## src/rtl/dmem_responder_pkg.sv

```systemverilog
// -----------------------------------------------------------------------------
// rv32i_types
// Shared types and helpers for the data-memory responder.
//   - dmem_resp_state_t : responder FSM states
//   - DMEM_TIMEOUT      : default backing-memory watchdog limit in cycles
//   - byte_merge()      : per-lane select between an old and a new word
//   - lane_keep()       : zero every lane whose mask bit is clear
// -----------------------------------------------------------------------------
package rv32i_types;

    // Default watchdog limit; a value of zero disables the watchdog.
    localparam logic [15:0] DMEM_TIMEOUT = 16'd255;

    typedef enum logic [2:0] {
        IDLE   = 3'd0,
        RD     = 3'd1,
        RMW_RD = 3'd2,
        WR     = 3'd3,
        DONE   = 3'd4
    } dmem_resp_state_t;

    // Lane i of the result comes from new_word when mask[i] is set,
    // otherwise from old_word.
    function automatic logic [31:0] byte_merge(
        input logic [31:0] old_word,
        input logic [31:0] new_word,
        input logic [3:0]  mask
    );
        logic [31:0] merged;
        merged[7:0]   = mask[0] ? new_word[7:0]   : old_word[7:0];
        merged[15:8]  = mask[1] ? new_word[15:8]  : old_word[15:8];
        merged[23:16] = mask[2] ? new_word[23:16] : old_word[23:16];
        merged[31:24] = mask[3] ? new_word[31:24] : old_word[31:24];
        return merged;
    endfunction

    // Keep only the lanes selected by mask; all other lanes read as zero.
    function automatic logic [31:0] lane_keep(
        input logic [31:0] word,
        input logic [3:0]  mask
    );
        return byte_merge(32'h0000_0000, word, mask);
    endfunction

endpackage

```

## src/rtl/dmem_responder_if.sv

```systemverilog
// -----------------------------------------------------------------------------
// dmem_responder_if
// Bundles the pipeline-side dmem_* request/response signals and the
// backing-memory bmem_* handshake of the data-memory responder.
//   slave  : the responder (consumes dmem requests, drives bmem requests)
//   master : the environment (pipeline requester plus backing memory)
// Signals:
//   dmem_addr/dmem_rmask/dmem_wmask/dmem_wdata  request from the pipeline
//   dmem_rdata/dmem_resp/dmem_err               completion to the pipeline
//   bmem_addr/bmem_read/bmem_write/bmem_wdata   request to the backing memory
//   bmem_rdata/bmem_resp                        completion from backing memory
// -----------------------------------------------------------------------------
interface dmem_responder_if;

    logic [31:0] dmem_addr;
    logic [3:0]  dmem_rmask;
    logic [3:0]  dmem_wmask;
    logic [31:0] dmem_wdata;
    logic [31:0] dmem_rdata;
    logic        dmem_resp;
    logic        dmem_err;

    logic [31:0] bmem_addr;
    logic        bmem_read;
    logic        bmem_write;
    logic [31:0] bmem_wdata;
    logic [31:0] bmem_rdata;
    logic        bmem_resp;

    modport slave (
        input  dmem_addr,
        input  dmem_rmask,
        input  dmem_wmask,
        input  dmem_wdata,
        output dmem_rdata,
        output dmem_resp,
        output dmem_err,
        output bmem_addr,
        output bmem_read,
        output bmem_write,
        output bmem_wdata,
        input  bmem_rdata,
        input  bmem_resp
    );

    modport master (
        output dmem_addr,
        output dmem_rmask,
        output dmem_wmask,
        output dmem_wdata,
        input  dmem_rdata,
        input  dmem_resp,
        input  dmem_err,
        input  bmem_addr,
        input  bmem_read,
        input  bmem_write,
        input  bmem_wdata,
        output bmem_rdata,
        output bmem_resp
    );

endinterface

```

## src/rtl/dmem_responder.sv

```systemverilog
// -----------------------------------------------------------------------------
// dmem_responder
// Responder side of the pipeline data-memory interface. Accepts one load or
// store at a time and serves it from a word-wide backing memory. Partial
// stores become read-modify-write because the backing memory has no byte
// strobes. A watchdog bounds every backing-memory phase.
// Ports:
//   clk  : clock
//   rst  : synchronous, active-high reset
//   bus  : dmem_responder_if.slave (dmem_* request/response, bmem_* handshake)
// Parameters:
//   TIMEOUT : cycles to wait for bmem_resp in one phase; 0 disables the watchdog
// All outputs come from flops or are decoded from the state register, so no
// input reaches an output combinationally.
// -----------------------------------------------------------------------------
module dmem_responder
    import rv32i_types::*;
#(
    parameter logic [15:0] TIMEOUT = DMEM_TIMEOUT
) (
    input  logic              clk,
    input  logic              rst,
    dmem_responder_if.slave   bus
);

    dmem_resp_state_t state_q, state_d;

    logic [3:0]  rmask_q,   rmask_d;
    logic [3:0]  wmask_q,   wmask_d;
    logic [31:0] wdata_q,   wdata_d;
    logic        illegal_q, illegal_d;
    logic [15:0] wdog_q,    wdog_d;
    logic [31:0] rdata_q,   rdata_d;
    logic        err_q,     err_d;
    logic [31:0] baddr_q,   baddr_d;
    logic [31:0] bwdata_q,  bwdata_d;

    logic        req_s;
    logic        store_s;
    logic        wdog_expire_s;
    logic        unused_addr_lsb_s;

    assign req_s   = |(bus.dmem_rmask | bus.dmem_wmask);
    assign store_s = |bus.dmem_wmask;

    // Byte offset bits never reach the backing memory; lanes come from masks.
    assign unused_addr_lsb_s = ^bus.dmem_addr[1:0];

    // Expires in the cycle whose missing bmem_resp would bring the count to
    // TIMEOUT. A bmem_resp in that same cycle is checked first and wins.
    assign wdog_expire_s = (TIMEOUT != 16'd0) && ((wdog_q + 16'd1) == TIMEOUT);

    // Next-state, latch, merge and watchdog logic.
    always_comb begin
        state_d   = state_q;
        rmask_d   = rmask_q;
        wmask_d   = wmask_q;
        wdata_d   = wdata_q;
        illegal_d = illegal_q;
        wdog_d    = wdog_q;
        rdata_d   = rdata_q;
        err_d     = 1'b0;
        baddr_d   = baddr_q;
        bwdata_d  = bwdata_q;

        case (state_q)
            IDLE: begin
                if (req_s) begin
                    rmask_d   = bus.dmem_rmask;
                    wmask_d   = bus.dmem_wmask;
                    wdata_d   = bus.dmem_wdata;
                    baddr_d   = {bus.dmem_addr[31:2], 2'b00};
                    illegal_d = store_s && (|bus.dmem_rmask);
                    rdata_d   = 32'h0000_0000;
                    wdog_d    = 16'd0;
                    if (store_s) begin
                        if (bus.dmem_wmask == 4'b1111) begin
                            // Full word: no need to read the old contents.
                            bwdata_d = bus.dmem_wdata;
                            state_d  = WR;
                        end else begin
                            state_d  = RMW_RD;
                        end
                    end else begin
                        state_d = RD;
                    end
                end else begin
                    state_d = IDLE;
                end
            end

            RD: begin
                if (bus.bmem_resp) begin
                    rdata_d = lane_keep(bus.bmem_rdata, rmask_q);
                    state_d = DONE;
                end else if (wdog_expire_s) begin
                    rdata_d = 32'h0000_0000;
                    err_d   = 1'b1;
                    state_d = DONE;
                end else begin
                    wdog_d  = wdog_q + 16'd1;
                end
            end

            RMW_RD: begin
                if (bus.bmem_resp) begin
                    bwdata_d = byte_merge(bus.bmem_rdata, wdata_q, wmask_q);
                    wdog_d   = 16'd0;
                    state_d  = WR;
                end else if (wdog_expire_s) begin
                    // Abandon the store entirely; the write is never issued.
                    err_d   = 1'b1;
                    state_d = DONE;
                end else begin
                    wdog_d  = wdog_q + 16'd1;
                end
            end

            WR: begin
                if (bus.bmem_resp) begin
                    err_d   = illegal_q;
                    state_d = DONE;
                end else if (wdog_expire_s) begin
                    err_d   = 1'b1;
                    state_d = DONE;
                end else begin
                    wdog_d  = wdog_q + 16'd1;
                end
            end

            DONE: begin
                // Requests seen here are ignored, forcing one bubble.
                state_d = IDLE;
            end

            default: begin
                state_d = IDLE;
            end
        endcase
    end

    // State and datapath registers with synchronous reset.
    always_ff @(posedge clk) begin
        if (rst) begin
            state_q   <= IDLE;
            rmask_q   <= 4'b0000;
            wmask_q   <= 4'b0000;
            wdata_q   <= 32'h0000_0000;
            illegal_q <= 1'b0;
            wdog_q    <= 16'd0;
            rdata_q   <= 32'h0000_0000;
            err_q     <= 1'b0;
            baddr_q   <= 32'h0000_0000;
            bwdata_q  <= 32'h0000_0000;
        end else begin
            state_q   <= state_d;
            rmask_q   <= rmask_d;
            wmask_q   <= wmask_d;
            wdata_q   <= wdata_d;
            illegal_q <= illegal_d;
            wdog_q    <= wdog_d;
            rdata_q   <= rdata_d;
            err_q     <= err_d;
            baddr_q   <= baddr_d;
            bwdata_q  <= bwdata_d;
        end
    end

    // Handshake strobes are pure state decodes, so read and write are
    // mutually exclusive by construction.
    assign bus.dmem_resp  = (state_q == DONE);
    assign bus.bmem_read  = (state_q == RD) || (state_q == RMW_RD);
    assign bus.bmem_write = (state_q == WR);

    assign bus.dmem_rdata = rdata_q;
    assign bus.dmem_err   = err_q;
    assign bus.bmem_addr  = baddr_q;
    assign bus.bmem_wdata = bwdata_q;

endmodule
```

## src/flat_wrapper.sv

```systemverilog
// flat-port wrapper written by rule: the top's interface ports become plain ports
module dmem_responder_flat import rv32i_types::*;
#(
    parameter logic [15:0] TIMEOUT = DMEM_TIMEOUT
)
  (clk, rst, bus_dmem_addr, bus_dmem_rmask, bus_dmem_wmask, bus_dmem_wdata, bus_dmem_rdata, bus_dmem_resp, bus_dmem_err, bus_bmem_addr, bus_bmem_read, bus_bmem_write, bus_bmem_wdata, bus_bmem_rdata, bus_bmem_resp);
  dmem_responder_if bus_i ();
  input  logic clk;
  input  logic rst;
  input wire logic [$bits(bus_i.dmem_addr)-1:0] bus_dmem_addr;
  input wire logic [$bits(bus_i.dmem_rmask)-1:0] bus_dmem_rmask;
  input wire logic [$bits(bus_i.dmem_wmask)-1:0] bus_dmem_wmask;
  input wire logic [$bits(bus_i.dmem_wdata)-1:0] bus_dmem_wdata;
  output wire logic [$bits(bus_i.dmem_rdata)-1:0] bus_dmem_rdata;
  output wire logic [$bits(bus_i.dmem_resp)-1:0] bus_dmem_resp;
  output wire logic [$bits(bus_i.dmem_err)-1:0] bus_dmem_err;
  output wire logic [$bits(bus_i.bmem_addr)-1:0] bus_bmem_addr;
  output wire logic [$bits(bus_i.bmem_read)-1:0] bus_bmem_read;
  output wire logic [$bits(bus_i.bmem_write)-1:0] bus_bmem_write;
  output wire logic [$bits(bus_i.bmem_wdata)-1:0] bus_bmem_wdata;
  input wire logic [$bits(bus_i.bmem_rdata)-1:0] bus_bmem_rdata;
  input wire logic [$bits(bus_i.bmem_resp)-1:0] bus_bmem_resp;
  assign bus_i.dmem_addr = bus_dmem_addr;
  assign bus_i.dmem_rmask = bus_dmem_rmask;
  assign bus_i.dmem_wmask = bus_dmem_wmask;
  assign bus_i.dmem_wdata = bus_dmem_wdata;
  assign bus_dmem_rdata = bus_i.dmem_rdata;
  assign bus_dmem_resp = bus_i.dmem_resp;
  assign bus_dmem_err = bus_i.dmem_err;
  assign bus_bmem_addr = bus_i.bmem_addr;
  assign bus_bmem_read = bus_i.bmem_read;
  assign bus_bmem_write = bus_i.bmem_write;
  assign bus_bmem_wdata = bus_i.bmem_wdata;
  assign bus_i.bmem_rdata = bus_bmem_rdata;
  assign bus_i.bmem_resp = bus_bmem_resp;
  dmem_responder #(.TIMEOUT(TIMEOUT)) u_core (.clk(clk), .rst(rst), .bus(bus_i));
endmodule
```

## config.mk

```make
export PLATFORM = sky130hd
export DESIGN_NAME = dmem_responder_flat
export DESIGN_NICKNAME = d
export VERILOG_FILES = /design/src/rtl/dmem_responder_pkg.sv /design/src/rtl/dmem_responder_if.sv /design/src/rtl/dmem_responder.sv /design/src/flat_wrapper.sv
export SDC_FILE = /design/constraint.sdc
export NUM_CORES = 1
export LEC_CHECK = 0
export ABC_CLOCK_PERIOD_IN_PS = 5100
export BUFFER_PORTS_ARGS = -buffer_cell sky130_fd_sc_hd__buf_2
export CAP_MARGIN = 20
export CORE_ASPECT_RATIO = 1.2
export CORE_UTILIZATION = 30
export CTS_CLUSTER_SIZE = 8
export DETAILED_ROUTE_END_ITERATION = 8
export HOLD_SLACK_MARGIN = 0.1
export PLACE_DENSITY = 0.53
export SYNTH_ARGS = -nofsm -noshare
export SYNTH_HDL_FRONTEND = slang
export SYNTH_SLANG_ARGS = --single-unit
```

## constraint.sdc

```tcl
create_clock -name clk -period 5.1 [get_ports clk]
set_input_delay 0.51 -clock clk [delete_from_list [all_inputs] [get_ports clk]]
set_output_delay 0.51 -clock clk [all_outputs]
set_load 0.02 [all_outputs]
```

# Yosys cells after proc, flatten, opt, wreduce, memory -nomap -nowiden
# Cells that the tools add are included.
# totals
out_inout_bits	100
reg_bits	155
# classes
add_sub_neg	1
bitwise_logic	1
n_eq_ne	12
n_reduce_logical	15
n_mux	33
# ops
cell	n
32-bit 2-to-1 mux	7
32-bit one-hot mux with 2 select lines	2
16-bit 2-to-1 mux	4
8-bit 2-to-1 mux	8
16-bit one-hot mux with 3 select lines	1
16-bit by 1-bit adder with 16-bit output, second input constant	1
16-bit by 8-bit == test with 1-bit output, second input constant	1
4-bit OR reduction	3
3-bit 2-to-1 mux	3
3-bit one-hot mux with 3 select lines	1
3-bit by 2-bit == test with 1-bit output, second input constant	2
2-bit by 1-bit != test with 1-bit output, second input constant	3
3-bit AND reduction	2
5-bit AND reduction	1
4-bit == test, second input constant	1
1-bit 2-to-1 mux	4
2-bit 2-to-1 mux	2
2-bit != test, second input constant	2
4-bit OR	1
2-bit nonzero test	2
2-bit OR reduction	2
3-bit by 1-bit == test with 1-bit output, second input constant	1
3-bit == test, second input constant	1
3-bit zero test	1
other kinds (6)	6

# Depth between registers and ports, before layout
# Gate-level depths: netlist of run 1.
# logic_depth
ltp_word	5
mapped_depth	9
ltp_nobuf	7

# Worst setup path after synthesis of run 1
# OpenSTA, ideal clock, no wires.
# synth_path
kind	in2reg
start	input bus_dmem_wmask[3]
end	register u_core.wdog_q[11]
arrival_time_ns	2.118
setup_time_ns	0.132
n_path_buf	2
required_ns	4.968
path_stages	8
slack_ns	2.849
cell_sequence	or4_1 or2_1 buf_2 o31ai_4 buf_4 nor3_1 o2111ai_1 a21oi_1
# synth_via
elab_chain_len	4
# synth_lines
element	line	source
start, declared	flat_wrapper.sv:12	input wire logic [$bits(bus_i.dmem_wmask)-1:0] bus_dmem_wmask;
4-bit OR	dmem_responder.sv:43	assign req_s = |(bus.dmem_rmask | bus.dmem_wmask);
4-bit OR reduction	dmem_responder.sv:43	
2-bit by 1-bit != test with 1-bit output (no line)	n/a	
3-bit AND reduction (no line)	n/a	
end signal, assigned	dmem_responder.sv:161	wdog_q <= wdog_d;
end, declared	dmem_responder.sv:32	logic [15:0] wdog_q, wdog_d;
# Every way passes these cells.
# A chain may end at the register's enable or synchronous reset.

# Final worst setup path of run 1
# layout_path
start	register u_core.wdog_q[1]
end	register u_core.rdata_q[9], in the netlist u_core.bus.dmem_rdata[9]
# layout_via
elab_chain_len	4
# layout_lines
element	line	source
16-bit by 1-bit adder with 16-bit output	dmem_responder.sv:51	assign wdog_expire_s = (TIMEOUT != 16'd0) && ((wdog_q + 16'd1) == TIMEOUT);
16-bit by 8-bit == test with 1-bit output	dmem_responder.sv:51	
3-bit by 2-bit != test with 1-bit output (no line)	n/a	
3-bit AND reduction (no line)	n/a	
end signal, assigned	dmem_responder.sv:162	rdata_q <= rdata_d;
end, declared	dmem_responder.sv:33	logic [31:0] rdata_q, rdata_d;
# Every way passes these cells.

==> impl_metrics.env, run 1 <==
export IMPL_dp_hpwl_um=12700
export IMPL_critPathMaxFanout=21
export IMPL_syn_mean_instance_area_sq_um=8.44
export IMPL_die_area_sq_um=22300
export IMPL_post_cts_buffers=0
export IMPL_first_global_vias=5607
export IMPL_ios=207
export IMPL_grt_pass1_wl_um=29500
export IMPL_yosys_warnings=0
export IMPL_cts_tree="yes"
export IMPL_nets=1045
export IMPL_cts_made_buffers=17
export IMPL_clk_pin_slew_ns=0.07
export IMPL_grtUsageTotal=0.171
export IMPL_worstSetupEndpointType="register"
export IMPL_drive_gt1_frac=0.265
export IMPL_r2r_slack_ns=2.10
export IMPL_m1WireLength_um=8640
export IMPL_p_leak_uw=0.00353
export IMPL_timing_fmax_mhz=333
export IMPL_path_class="reg2reg"
export IMPL_synth_ff_latch_count=155
export IMPL_dr_wl_met2_um=8980
export IMPL_die_h_um=163
export IMPL_ys_types=48
export IMPL_post_cts_resized=0
export IMPL_die_x_um=137
export IMPL_start_util=0.309
export IMPL_reg2reg_from="u_core.wdog_q[1]"
export IMPL_finalCritPeriodShare=0.588
export IMPL_cp_startpoint="u_core.wdog_q[1]"
export IMPL_grt_max_degree=77
export IMPL_crit_arrival_ns=3.37
export IMPL_critPathCapture="u_core.bus.dmem_rdata[9]"
export IMPL_fillers=2174
export IMPL_clock_latency_ns=0.43
export IMPL_reg2reg_to="u_core.bus.dmem_rdata[9]"
export IMPL_fin_crit_ns=3.00
export IMPL_async_flop_share=0
export IMPL_yosysSeqAreaShare=0.476
export IMPL_yosysTopAreaCellShare=0.476
export IMPL_fin_area_sq_um=8190
export IMPL_synth_edf_count=0
export IMPL_n_antenna_cell=0
export IMPL_avgRoutedWirePerCell_um=15.5
export IMPL_slew_headroom=0.379
export IMPL_clock_sinks=155
export IMPL_syn_area_sq_um=6510
export IMPL_drt_pass1_iter_count=5
export IMPL_top_layer="met4"
export IMPL_place_ws_ns=1.93
export IMPL_placementRows=58
export IMPL_grt_setup_unrepaired="false"
export IMPL_finClkSkew_ns=0.0115
export IMPL_dr_wl_met3_um=1040
export IMPL_syn_to_final_growth_pct=25.8
export IMPL_drt_iter0_drc=317
export IMPL_worst_slack_ns=2.10
export IMPL_port_buffers=202
export IMPL_htreeDepth=4
export IMPL_worstPathRequired_ns=5.47
export IMPL_routed_wl_um=18900
export IMPL_power_uw=3310
export IMPL_status="complete, no violations"
export IMPL_core_region_area_sq_um=21100
export IMPL_tns_ns=0
export IMPL_via_per_inst=4.88
export IMPL_synth_area_top_cells="dfxtp_1, a21oi_1, nand2_1"
export IMPL_setup_viol=0
export IMPL_synth_ff_type="dfxtp_1"
export IMPL_reg2regPathDepth=8
export IMPL_drv_slew=0
export IMPL_gp_congestion=0.775
export IMPL_synth_most_common_cell="dfxtp_1"
export IMPL_synth_common_cells="dfxtp_1, nand2_1, a21oi_1"
export IMPL_drc=0
export IMPL_p_per_area_nw_per_um2=404
export IMPL_cap_violations=0
export IMPL_finalHoldViolCount=0
export IMPL_placed_area_sq_um=7630
export IMPL_hold_buffers=0
export IMPL_antenna_found_initial=0
export IMPL_root_buffer="clkbuf_16"
export IMPL_utilization=0.388
export IMPL_synth_cells=772
export IMPL_ant_nets=0
export IMPL_vdd_drop_max_v=0.000216
export IMPL_vias=5945
export IMPL_yosys_area_top_type="dfxtp_1"
export IMPL_worst_slew_pin_slew_ns=0.931
export IMPL_crit_path_start_kind="register"
export IMPL_gr_total_overflow=0
export IMPL_cts_buffer_depth=2
export IMPL_hold_class="in2reg"
[registers in the layout, indices dropped and copies added, names as in the netlist, 3 cells and up]
signal,flops
u_core.wdog_q,16
u_core.bus.bmem_wdata,32
u_core.bus.bmem_addr,30
u_core.wdata_q,32
u_core.wmask_q,4
u_core.state_q,3
u_core.bus.dmem_rdata,32
u_core.rmask_q,4
[final cells by class]
type,count,area (sq um),share of cell area
clock inverter,14,139,0.0170
timing repair buffer,210,1070,0.131
multi-input combinational,545,3090,0.377
inverter,7,26.3,0.00321
sequential,155,3100,0.379
tap,270,338,0.0412
clock buffer,17,425,0.0519
[worst min path at each step]
stage | startpoint | endpoint | slack (ns) | cells past startpoint
after global placement | u_core.bus.bmem_addr[25] | u_core.bus.bmem_addr[25] | 0.44 | 2
after global routing | bus_bmem_rdata[0] | u_core.bus.dmem_rdata[0] | 0.30 | 2
after CTS | bus_bmem_rdata[17] | u_core.bus.dmem_rdata[17] | 0.29 | 2
after detailed placement | u_core.bus.bmem_addr[4] | u_core.bus.bmem_addr[4] | 0.44 | 2
final | bus_bmem_rdata[17] | u_core.bus.dmem_rdata[17] | 0.31 | 2
after floorplan | u_core.rmask_q[0] | u_core.rmask_q[0] | 0.43 | 2
[stage by stage]
step | std cells | hold WS (ns)
detailed placement | 1187 | 0.443
global placement | 1186 | 0.438
finish | 1218 | 0.306
floorplan | 773 | 0.432
CTS | 1218 | 0.285
global route | 1218 | 0.296
[cell families after synthesis]
logic type | synth area share
AND/OR/NAND/NOR | 0.187
AO/OA/AOI/OAI | 0.224
flip-flops | 0.476
buffers and inverters | 0.0515
multiplexers | 0.0492
XOR/XNOR | 0.00807
adder cells (fa/ha/maj) | 0.00384
other | 0.000576
[routing by layer]
| metal | global-route usage | up-vias |
|---|---|---|
| met5 | 0 | - |
| met4 | 0.0515 | 0 |
| met3 | 0.0521 | 13 |
| met2 | 0.282 | 132 |
| met1 | 0.213 | 2766 |
| li1 | - | 3034 |
[cell usage in the layout, fill, tap and decap left out, drive strengths merged, types with 3 or more instances in the layout]
cell      instances
xnor2             3
clkinvlp          4
a311oi            3
o31ai            12
or4              10
inv              14
and2             12
and3              4
nand4             5
nor3              4
a211oi           34
dfxtp           155
o2111ai           3
and4              3
a21oi           120
mux2i            32
clkbuf           17
a22o             32
buf             210
nand3            10
o21ai             6
nand2           151
a41o              3
xor2              3
nor2             73
[worst max-delay path, stage by stage, from the launching register on]
cell,delay [ns]
dfxtp_1,0.42
ha_1,0.24
nand3_1,0.15
o21ai_0,0.33
o2bb2ai_2,0.12
o2111a_2,0.42
o31ai_4,0.63
buf_4,0.43
a22o_1,0.19
[power by group]
| group | switching [uW] | leakage (uW) | internal [uW] |
|---|---|---|---|
| registers | 79.6 | 0.00127 | 1320 |
| clock network | 566 | 0.000268 | 683 |
| logic | 440 | 0.00199 | 218 |
| total | 1090 | 0.00353 | 2220 |
No activity file was read; power rests on OpenSTA's default activity.
==> run 2: changes to the inputs <==
- ABC_CLOCK_PERIOD_IN_PS: 5100 -> 2700
- PLACE_DENSITY: 0.53 -> 0.55
- clock period: 5.1 -> 2.7 ns (I/O delays scaled with it)
==> run 2 against run 1 <==
Hold slack got worse by 0.20 ns. Sequential share of layout area decreased by 4.4 points. Highest routed layer unchanged. Utilization increased by 5.1 points. Global-route usage increased by 0.94 points. Largest cell class unchanged. Critical path depth decreased by 1. Sequential cell count unchanged. Total power increased by 95%. Clock power increased by 90%. Clock-buffer cell count increased by 2.
==> impl_metrics.env, run 2 (synthesized netlist as in run 1, its figures left out) <==
export IMPL_drt_iter0_drc=308
export IMPL_layout_commonest_cell="buf_2"
export IMPL_drc=0
export IMPL_fin_crit_ns=2.52
export IMPL_grt_pass1_wl_um=31600
export IMPL_tns_ns=0
export IMPL_core_region_area_sq_um=21100
export IMPL_finalHoldViolCount=0
export IMPL_reg2reg_to="u_core.bus.dmem_rdata[13]"
export IMPL_cts_buffer_depth=2
export IMPL_placementRows=58
export IMPL_worst_slew_pin_slew_ns=0.678
export IMPL_cp_slowest_cell="o2111a_2"
export IMPL_p_clk_frac=0.369
export IMPL_crit_path_start_kind="register"
export IMPL_start_util=0.309
export IMPL_clock_latency_ns=0.42
export IMPL_cts_tree="yes"
export IMPL_post_cts_buffers=0
export IMPL_via_per_inst=4.81
export IMPL_switchingPower_uw=2050
export IMPL_cap_violations=0
export IMPL_grt_setup_unrepaired="false"
export IMPL_cp_num_buf_inv=1
export IMPL_worstPathRequired_ns=3.01
export IMPL_hold_class="in2reg"
export IMPL_worstSetupEndpointType="register"
export IMPL_crit_chain="and4_1 > nand3_1 > o21bai_1 > o2111a_2 > o31ai_4 > buf_12 > a22o_1"
export IMPL_hp_start="bus_dmem_rmask[3]"
export IMPL_drive_gt1_frac=0.250
export IMPL_timing_fmax_mhz=396
export IMPL_ios=207
export IMPL_final_cells=1323
export IMPL_seq_power_share=0.408
export IMPL_cts_made_buffers=17
export IMPL_critPathMaxFanout=32
export IMPL_routed_wl_um=19800
export IMPL_dp_cells=1196
export IMPL_finalCritPeriodShare=0.935
export IMPL_ant_nets=0
export IMPL_drv_slew=0
export IMPL_grt_max_degree=59
export IMPL_antenna_found_initial=0
export IMPL_p_leak_uw=0.00400
export IMPL_vdd_drop_max_v=0.000449
export IMPL_mostFrequentLayoutCells="buf_2, dfxtp_1, nand2_1"
export IMPL_vias=6368
export IMPL_clk_pin_slew_ns=0.07
export IMPL_root_buffer="clkbuf_16"
export IMPL_gp_congestion=0.812
export IMPL_combinationalPowerShare=0.222
export IMPL_p_per_area_nw_per_um2=694
export IMPL_htreeDepth=4
export IMPL_n_antenna_cell=0
export IMPL_drt_pass1_iter_count=4
export IMPL_syn_to_final_growth_pct=42.4
export IMPL_port_buffers=202
export IMPL_gr_total_overflow=0
export IMPL_dp_hpwl_um=13100
export IMPL_finClkSkew_ns=0.00792
export IMPL_r2r_slack_ns=0.18
export IMPL_placed_area_sq_um=7750
export IMPL_swShare=0.319
export IMPL_nets=1149
export IMPL_crit_arrival_ns=2.83
export IMPL_worstHoldPathCells=3
export IMPL_internal_power_uw=4390
export IMPL_die_area_sq_um=22300
export IMPL_path_class="reg2reg"
export IMPL_first_global_vias=6205
export IMPL_slew_headroom=0.545
export IMPL_avgRoutedWirePerCell_um=14.9
export IMPL_grtUsageTotal=0.181
export IMPL_fin_area_sq_um=9280
export IMPL_reg2reg_from="u_core.wdog_q[2]"
export IMPL_clock_sinks=155
export IMPL_reg2regPathDepth=7
export IMPL_status="complete, no violations"
export IMPL_critPathTopFamily="compound AO/OA/AOI/OAI gates"
export IMPL_die_x_um=137
export IMPL_min_to="u_core.rmask_q[3]"
export IMPL_die_h_um=163
export IMPL_setup_viol=0
export IMPL_power_uw=6440
export IMPL_slowest_delay_ns=0.51
run 2: worst max path at each step:
stage                                 from                   endpoint  slack (ns)  cells after the start
after CTS                 u_core.wdog_q[0]  u_core.bus.dmem_rdata[13]        0.12                      8
final                     u_core.wdog_q[2]  u_core.bus.dmem_rdata[13]        0.18                      7
after global routing      u_core.wdog_q[2]  u_core.bus.dmem_rdata[24]        0.02                      7
after detailed placement  u_core.wdog_q[1]  u_core.bus.dmem_rdata[13]        0.16                      8
after global placement    u_core.wdog_q[1]  u_core.bus.dmem_rdata[12]        0.17                      8
after floorplan           u_core.wdog_q[1]  u_core.bus.dmem_rdata[10]        0.60                      8
run 2: cell type report:
type | instances | area, sq um
multi-input cells | 545 | 3090
fillers | 2115 | 11800
inverters | 7 | 26.3
flip-flops and latches | 155 | 3100
clock buffers | 19 | 453
repair buffers | 314 | 2140
clock inverters | 13 | 131
well taps | 270 | 338
run 2: through the flow:
step	setup slack, ns	utilization	hold WS [ns]
after floorplan	0.604	-	0.395
after global placement	0.172	0.367	0.439
after detailed placement	0.156	0.367	0.444
after CTS	0.121	0.439	0.101
after global routing	0.0238	0.439	0.115
final	0.176	0.439	0.110
run 2: what timing repair did:
| action | CTS | global route |
|---|---|---|
| hold buffers | 94 | 0 |
| gates resized for setup | 0 | 1 |
| endpoints found under the hold margin | 94 | 0 |
| endpoints found under the setup margin | 0 | 32 |
run 2: power groups by stage:
stage | clock (uW) | combinational [uW] | sequential, uW
final | 2380 | 1430 | 2630
after global routing | 2540 | 1590 | 2660
after CTS | 2450 | 1450 | 2630
after detailed placement | 0 | 1340 | 2680
after global placement | 0 | 1320 | 2680
after floorplan | 0 | 768 | 2770
run 2: routing by layer:
metal	global-route usage	vias up	wire [um]
li1	-	3236	-
met1	0.216	2966	8770
met2	0.316	149	9790
met3	0.0462	17	980
met4	0.0500	0	243
met5	0	-	0
run 2: worst register-to-register path, stage by stage (launching register included):
cell,delay [ns]
dfxtp_1,0.44
and4_1,0.42
nand3_1,0.18
o21bai_1,0.28
o2111a_2,0.51
o31ai_4,0.13
buf_12,0.20
a22o_1,0.26
